--- src/rtl/display_mux_ctrl.sv ---
// display_mux_ctrl: time-multiplexes one hex->7-seg decoder across NUM_DIGITS
// common-anode digits with blanking dead-time and frame-synchronous value updates.
// Optional feature macro: LEADING_ZERO_BLANK_EN (dark leading-zero digits).
module display_mux_ctrl #(
    parameter int NUM_DIGITS   = 2,
    parameter int DWELL_CYCLES = 2400,
    parameter int DEAD_CYCLES  = 48
) (
    input  logic                    clk,
    input  logic                    reset,
    input  logic [4*NUM_DIGITS-1:0] vals_in,
    input  logic                    vals_valid,
    output logic                    vals_ready,
    output logic [3:0]              num,
    output logic [NUM_DIGITS-1:0]   anodes,
    output logic                    frame_tick
);
    localparam int CW = $clog2((DWELL_CYCLES > DEAD_CYCLES ? DWELL_CYCLES : DEAD_CYCLES) + 1);
    localparam int IW = $clog2(NUM_DIGITS);

    typedef enum logic {BLANK, ON} state_t;

    state_t                  state, state_n;
    logic [CW-1:0]           cnt, cnt_n;
    logic [IW-1:0]           idx, idx_n;
    logic                    boundary;
    logic [4*NUM_DIGITS-1:0] active, shadow;
    logic                    pending;
    logic [NUM_DIGITS-1:0]   blank;

    // Slot sequencing: dead-time, then dwell, then advance to the next digit.
    always_comb begin
        state_n  = state;
        cnt_n    = cnt + 1'b1;
        idx_n    = idx;
        boundary = 1'b0;
        if (state == BLANK) begin
            if (cnt == CW'(DEAD_CYCLES - 1)) begin
                state_n = ON;
                cnt_n   = '0;
            end
        end else if (cnt == CW'(DWELL_CYCLES - 1)) begin
            state_n  = BLANK;
            cnt_n    = '0;
            boundary = (idx == IW'(NUM_DIGITS - 1));
            idx_n    = boundary ? '0 : idx + 1'b1;
        end
    end

    // State register for the slot sequencer.
    always_ff @(posedge clk) begin
        if (reset) begin
            state <= BLANK;
            cnt   <= '0;
            idx   <= '0;
        end else begin
            state <= state_n;
            cnt   <= cnt_n;
            idx   <= idx_n;
        end
    end

    // Shadow capture on handshake; active snapshot swaps only at the frame boundary.
    always_ff @(posedge clk) begin
        if (reset) begin
            active  <= '0;
            shadow  <= '0;
            pending <= 1'b0;
        end else if (boundary && pending) begin
            active  <= shadow;
            pending <= 1'b0;
        end else if (vals_valid && !pending) begin
            shadow  <= vals_in;
            pending <= 1'b1;
        end
    end

`ifdef LEADING_ZERO_BLANK_EN
    // A digit above 0 goes dark when it and every higher digit are zero.
    always_comb begin
        logic z;
        blank = '0;
        z     = 1'b1;
        for (int k = NUM_DIGITS - 1; k >= 1; k--) begin
            z        = z && (active[4*k +: 4] == 4'h0);
            blank[k] = z;
        end
    end
`else
    assign blank = '0;
`endif

    // Decoder value follows the current slot; the slot's anode lights only in ON.
    always_comb begin
        num    = '0;
        anodes = '1;
        for (int k = 0; k < NUM_DIGITS; k++) begin
            if (idx == IW'(k)) begin
                num = active[4*k +: 4];
                if (state == ON && !blank[k]) anodes[k] = 1'b0;
            end
        end
    end

    assign vals_ready = !pending;
    assign frame_tick = (state == ON) && (idx == '0) && (cnt == '0);

endmodule

--- config.mk ---
export PLATFORM = sky130hd
export DESIGN_NAME = display_mux_ctrl
export DESIGN_NICKNAME = d
export VERILOG_FILES = /design/src/rtl/display_mux_ctrl.sv
export SDC_FILE = /design/constraint.sdc
export NUM_CORES = 1
export LEC_CHECK = 0
export ABC_AREA = 1
export BUFFER_PORTS_ARGS = -buffer_cell sky130_fd_sc_hd__buf_2
export CAP_MARGIN = 10
export CORE_AREA = 8 8 98 82
export CTS_CLUSTER_DIAMETER = 40
export DETAILED_ROUTE_END_ITERATION = 10
export DIE_AREA = 0 0 106 90
export HOLD_SLACK_MARGIN = 0.12
export SETUP_SLACK_MARGIN = 0.1
export SLEW_MARGIN = 20
export SYNTH_ARGS = -nofsm -noshare
export SYNTH_HDL_FRONTEND = slang
export SYNTH_SLANG_ARGS = --single-unit
--- constraint.sdc ---
create_clock -name clk -period 2.32 [get_ports clk]
set_input_delay 0 -clock clk [delete_from_list [all_inputs] [get_ports clk]]
set_output_delay 0 -clock clk [all_outputs]
set_load 0.01 [all_outputs]
# Word-level counts from Yosys, hierarchy flattened
# Cells that the tools add are included.
# totals
wordCells	34
register_bits	31
# op_classes
n_mux	13
n_eq_ne	2
add_sub_neg	2
bitwise_logic	2
n_reduce_logical	9
# ops
operator	n
12-bit 2-to-1 mux	3
12-bit by 1-bit adder with 12-bit output (second input constant)	1
12-bit equality test (second input constant)	1
12-bit by 6-bit equality test with 1-bit output (second input constant)	1
12-bit zero test	1
1-bit 2-to-1 mux	9
1-bit logical AND	4
4-bit 2-to-1 mux	1
2-bit AND reduction	2
1-bit NOT	2
2-bit OR reduction	1
1-bit adder (second input constant)	1
1-bit zero test	1

# Longest topological paths before layout
# depth
depth_word	6
depth_mapped	9

# Worst setup path before layout
# No wires, ideal clock.
# synth_timing
path_kind	reg-to-reg
from	reg cnt[0]
to	reg cnt[0]
period_less_slack_ns	1.312
arrival_time_ns	1.195
setup_time_ns	0.117
path_slack_ns	1.008
n_path_buf	0
stages_incl_launch_ff	7
t_required_ns	2.203
cell_sequence	dfxtp_1 ha_1 nand3_4 nor2_8 nand3_2 nand3_2 nor2_1
# synth_via
elab_chain_len	3
# synth_rtl
item	line_no	source
from (decl)	24	logic [CW-1:0] cnt, cnt_n;
from (signal assigned)	58	cnt <= cnt_n;
12-bit by 1-bit adder with 12-bit output, or another cell as far along	34	cnt_n = cnt + 1'b1;
12-bit 2-to-1 mux, on equally long branches	38, 42	
12-bit 2-to-1 mux (*)	37	if (state == BLANK) begin
# Mark *: on every way between the ends. The rest lies on a longest branch, timed or not.
# A chain may end at the register's enable or synchronous reset.

# Final worst setup path
# layout_timing
from	reg cnt[9]
to	out frame_tick
# layout_via
elab_chain_len	2
# layout_rtl
item	line_no	source
12-bit zero test	106	assign frame_tick = (state == ON) && (idx == '0) && (cnt == '0);
1-bit logical AND	106	
to (decl)	16	output logic frame_tick
# No other way between the ends.

==> flow_metrics.tcl <==
set metrics [dict create \
    power.density_mw_per_mm2 606.7 \
    numCtsBuffers 5 \
    setup_tns_ps 0 \
    htree_levels 2 \
    grt_pass1_wl_mm 5.837 \
    async_flop_share_pct 0 \
    setup_ws_ps 795.3 \
    ios 19 \
    grtUsageTotal_pct 7.444 \
    synth_top_area_share_pct 39.58 \
    path_class "reg -> out" \
    dp_hpwl_mm 2.440 \
    gp_congestion 0.8230 \
    grt_max_degree 21 \
    required_ps 2320 \
    r2r_cells 6 \
    final-hold-violation-count 0 \
    worstHoldPathCells 3 \
    overflow 0 \
    drive_gt1_share_pct 16.80 \
    areaGrowthSynthToFinish_pct 24.58 \
    synth_top_family_by_area "simple AND/OR/NAND/NOR gates" \
    yosys.area_share.adder_pct 1.596 \
    reg2reg_from "cnt[0]" \
    min-delay-start "vals_valid" \
    fillers 733 \
    multi_input_area_um2 764.5 \
    fin_nets 268 \
    synth.mux.area_fraction_pct 0 \
    hold_buffers 9 \
    cp.arrival_ps 1520 \
    clk_path_buf_depth 2 \
    r2r_end "cnt[0]" \
    die_h_um 90 \
    critPathCaptureType "primary output" \
    drc 0 \
    drt_iter0_drc 58 \
    worstMarginPinSlew_ps 539.3 \
    synth-compound-area-share_pct 7.821 \
    cts.sinks 31 \
    fin_cells 343 \
    maxSlewHeadroom_pct 64.01 \
    vias_per_cell 4.006 \
    cp-start-kind "flip-flop" \
    max_freq_mhz 655.9 \
    postCtsSetupBuffers 0 \
    outcome "finished, final reports clean" \
    rows 27 \
    syn_nets 239 \
    diodes 0 \
    insertion_delay_ps 280 \
    core_area_mm2 0.006588 \
    clkSlewWorstSetupHoldPaths_ps 60 \
    synth_cells 226 \
    ys_top_cells_by_count "47 x nand2_1, 41 x inv_1, 33 x nor2_1" \
    wl_per_cell_um 9.685 \
    num_vias 1374 \
    grt_antenna_before_repair 0 \
    synth_xor_xnor_area_share_pct 2.793 \
    holdPathEnd "shadow[2]" \
    synth-simple-area-share_pct 36.55 \
    netlist_area_mm2 0.001568 \
    finClkSkew_ps 4.643 \
    yosysSeqAreaShare_pct 39.58 \
    synthTopCellsByArea "dfxtp_1 40%, nand2_1 11%, inv_1 9.8%" \
    portBuffers 18 \
    maxSlewViolCount 0 \
    synth_most_common_cell "nand2_1" \
    syn_avg_cell_area_um2 6.937 \
    rsz0062_at_grt "no" \
    maxCapViolCount 0 \
    rrSetupSlack_ps 860 \
    min_period_ps 1525 \
    ys_ff_latch 31 \
    cts_resized 0 \
    ys_warn_count 0 \
    synth-edff-count 0 \
    die_x_um 106 \
    place_ws_ps 852.1 \
    ys_types 23 \
    ant_nets 0 \
    critical_path.max_fanout 4 \
    first_global_vias 1266 \
    yosys.area.top_type "dfxtp_1" \
    routed_wl_mm 3.322 \
    setup_violations 0 \
    synthFlopType "dfxtp_1" \
    holdCritPathClass "in -> reg" \
    ir_drop_uv 230.6 \
    tritoncts "yes" \
    dieArea_mm2 0.009540 \
    drt-pass1-iter-count 4 \
    dp_cells 326 \
    p_leak_nw 0.8565 \
    ff_latch_area_um2 620.6 \
    initial_core_util_pct 23.80 \
    clk_root_buffer_cell "clkbuf_8" \
    fin_crit_sh_pct 65.72 \
]
[flip-flops by register name (all words and copies together) (netlist names)]
register  count
pending       1
idx           1
active        8
state         1
cnt          12
shadow        8
[cell type report]
cell class | count | share of cell area [%]
Timing Repair Buffer | 27 | 9.225
Clock inverter | 2 | 1.794
Clock buffer | 6 | 4.228
Tap cell | 87 | 5.573
Inverter | 43 | 8.264
Sequential cell | 31 | 31.77
Multi-Input combinational cell | 147 | 39.14
[per-layer routing]
layer	track usage (%)	share of wire, %	wire length [um]	vias up
met4	5.146	3.6	120	0
met3	2.068	3.5	116	9
met2	10.51	43	1434	21
li1	-	-	-	754
met1	9.526	50	1650	590
met5	0	0	0	-
[worst max-delay path, stage by stage, from the launching register on]
cell	delay (ps)
dfxtp_1	360
or2_2	310
nor2_1	220
nand2_1	80
nor3_1	120
buf_2	160
[metrics by stage]
step / utilization, % / hold slack (ps) / area [um^2] / power [mW]
5_1_grt: 29.65 / 354.4 / 1953 / 1.243
3_3_place_gp: 26.50 / 257.5 / 1745 / 0.6351
6_report: 29.65 / 320.6 / 1953 / 1.185
2_1_floorplan: - / 71.52 / 1568 / 0.6152
3_5_place_dp: 26.50 / 257.4 / 1745 / 0.6365
4_1_cts: 29.65 / 322.3 / 1953 / 1.204
[kinds of logic after synthesis]
logic type	count (synthesis)
xor gates and xnor gates	5
DFF	31
buffers and inverters	48
and+or+nand+nor	116
adders and majority gates	2
AOI/OAI and AO/OA	24
[cells in the final DEF, fill, tap and decap left out, types with 9 or more instances in the layout]
cell and instances:
a21oi_1 10, buf_2 18, dfxtp_1 31, dlygate4sd3_1 9
inv_1 41, nand2_1 47, nand4_1 11, nor2_1 33
o21ai_0 13
[worst max-delay path by stage]
stage | startpoint | endpoint | slack, ps
4_1_cts | cnt[9] | frame_tick | 780
3_3_place_gp | cnt[0] | cnt[0] | 890
3_5_place_dp | cnt[0] | cnt[0] | 850
5_1_grt | cnt[9] | frame_tick | 690
6_report | cnt[9] | frame_tick | 800
2_1_floorplan | cnt[0] | cnt[0] | 1010
[power breakdown]
| part | switching [mW] | total (mW) | internal (mW) |
|---|---|---|---|
| sequential | 0.00787 | 0.557 | 0.550 |
| clock | 0.202 | 0.549 | 0.347 |
| combinational | 0.0446 | 0.0783 | 0.0336 |
No activity file was read; power rests on OpenSTA's default activity.
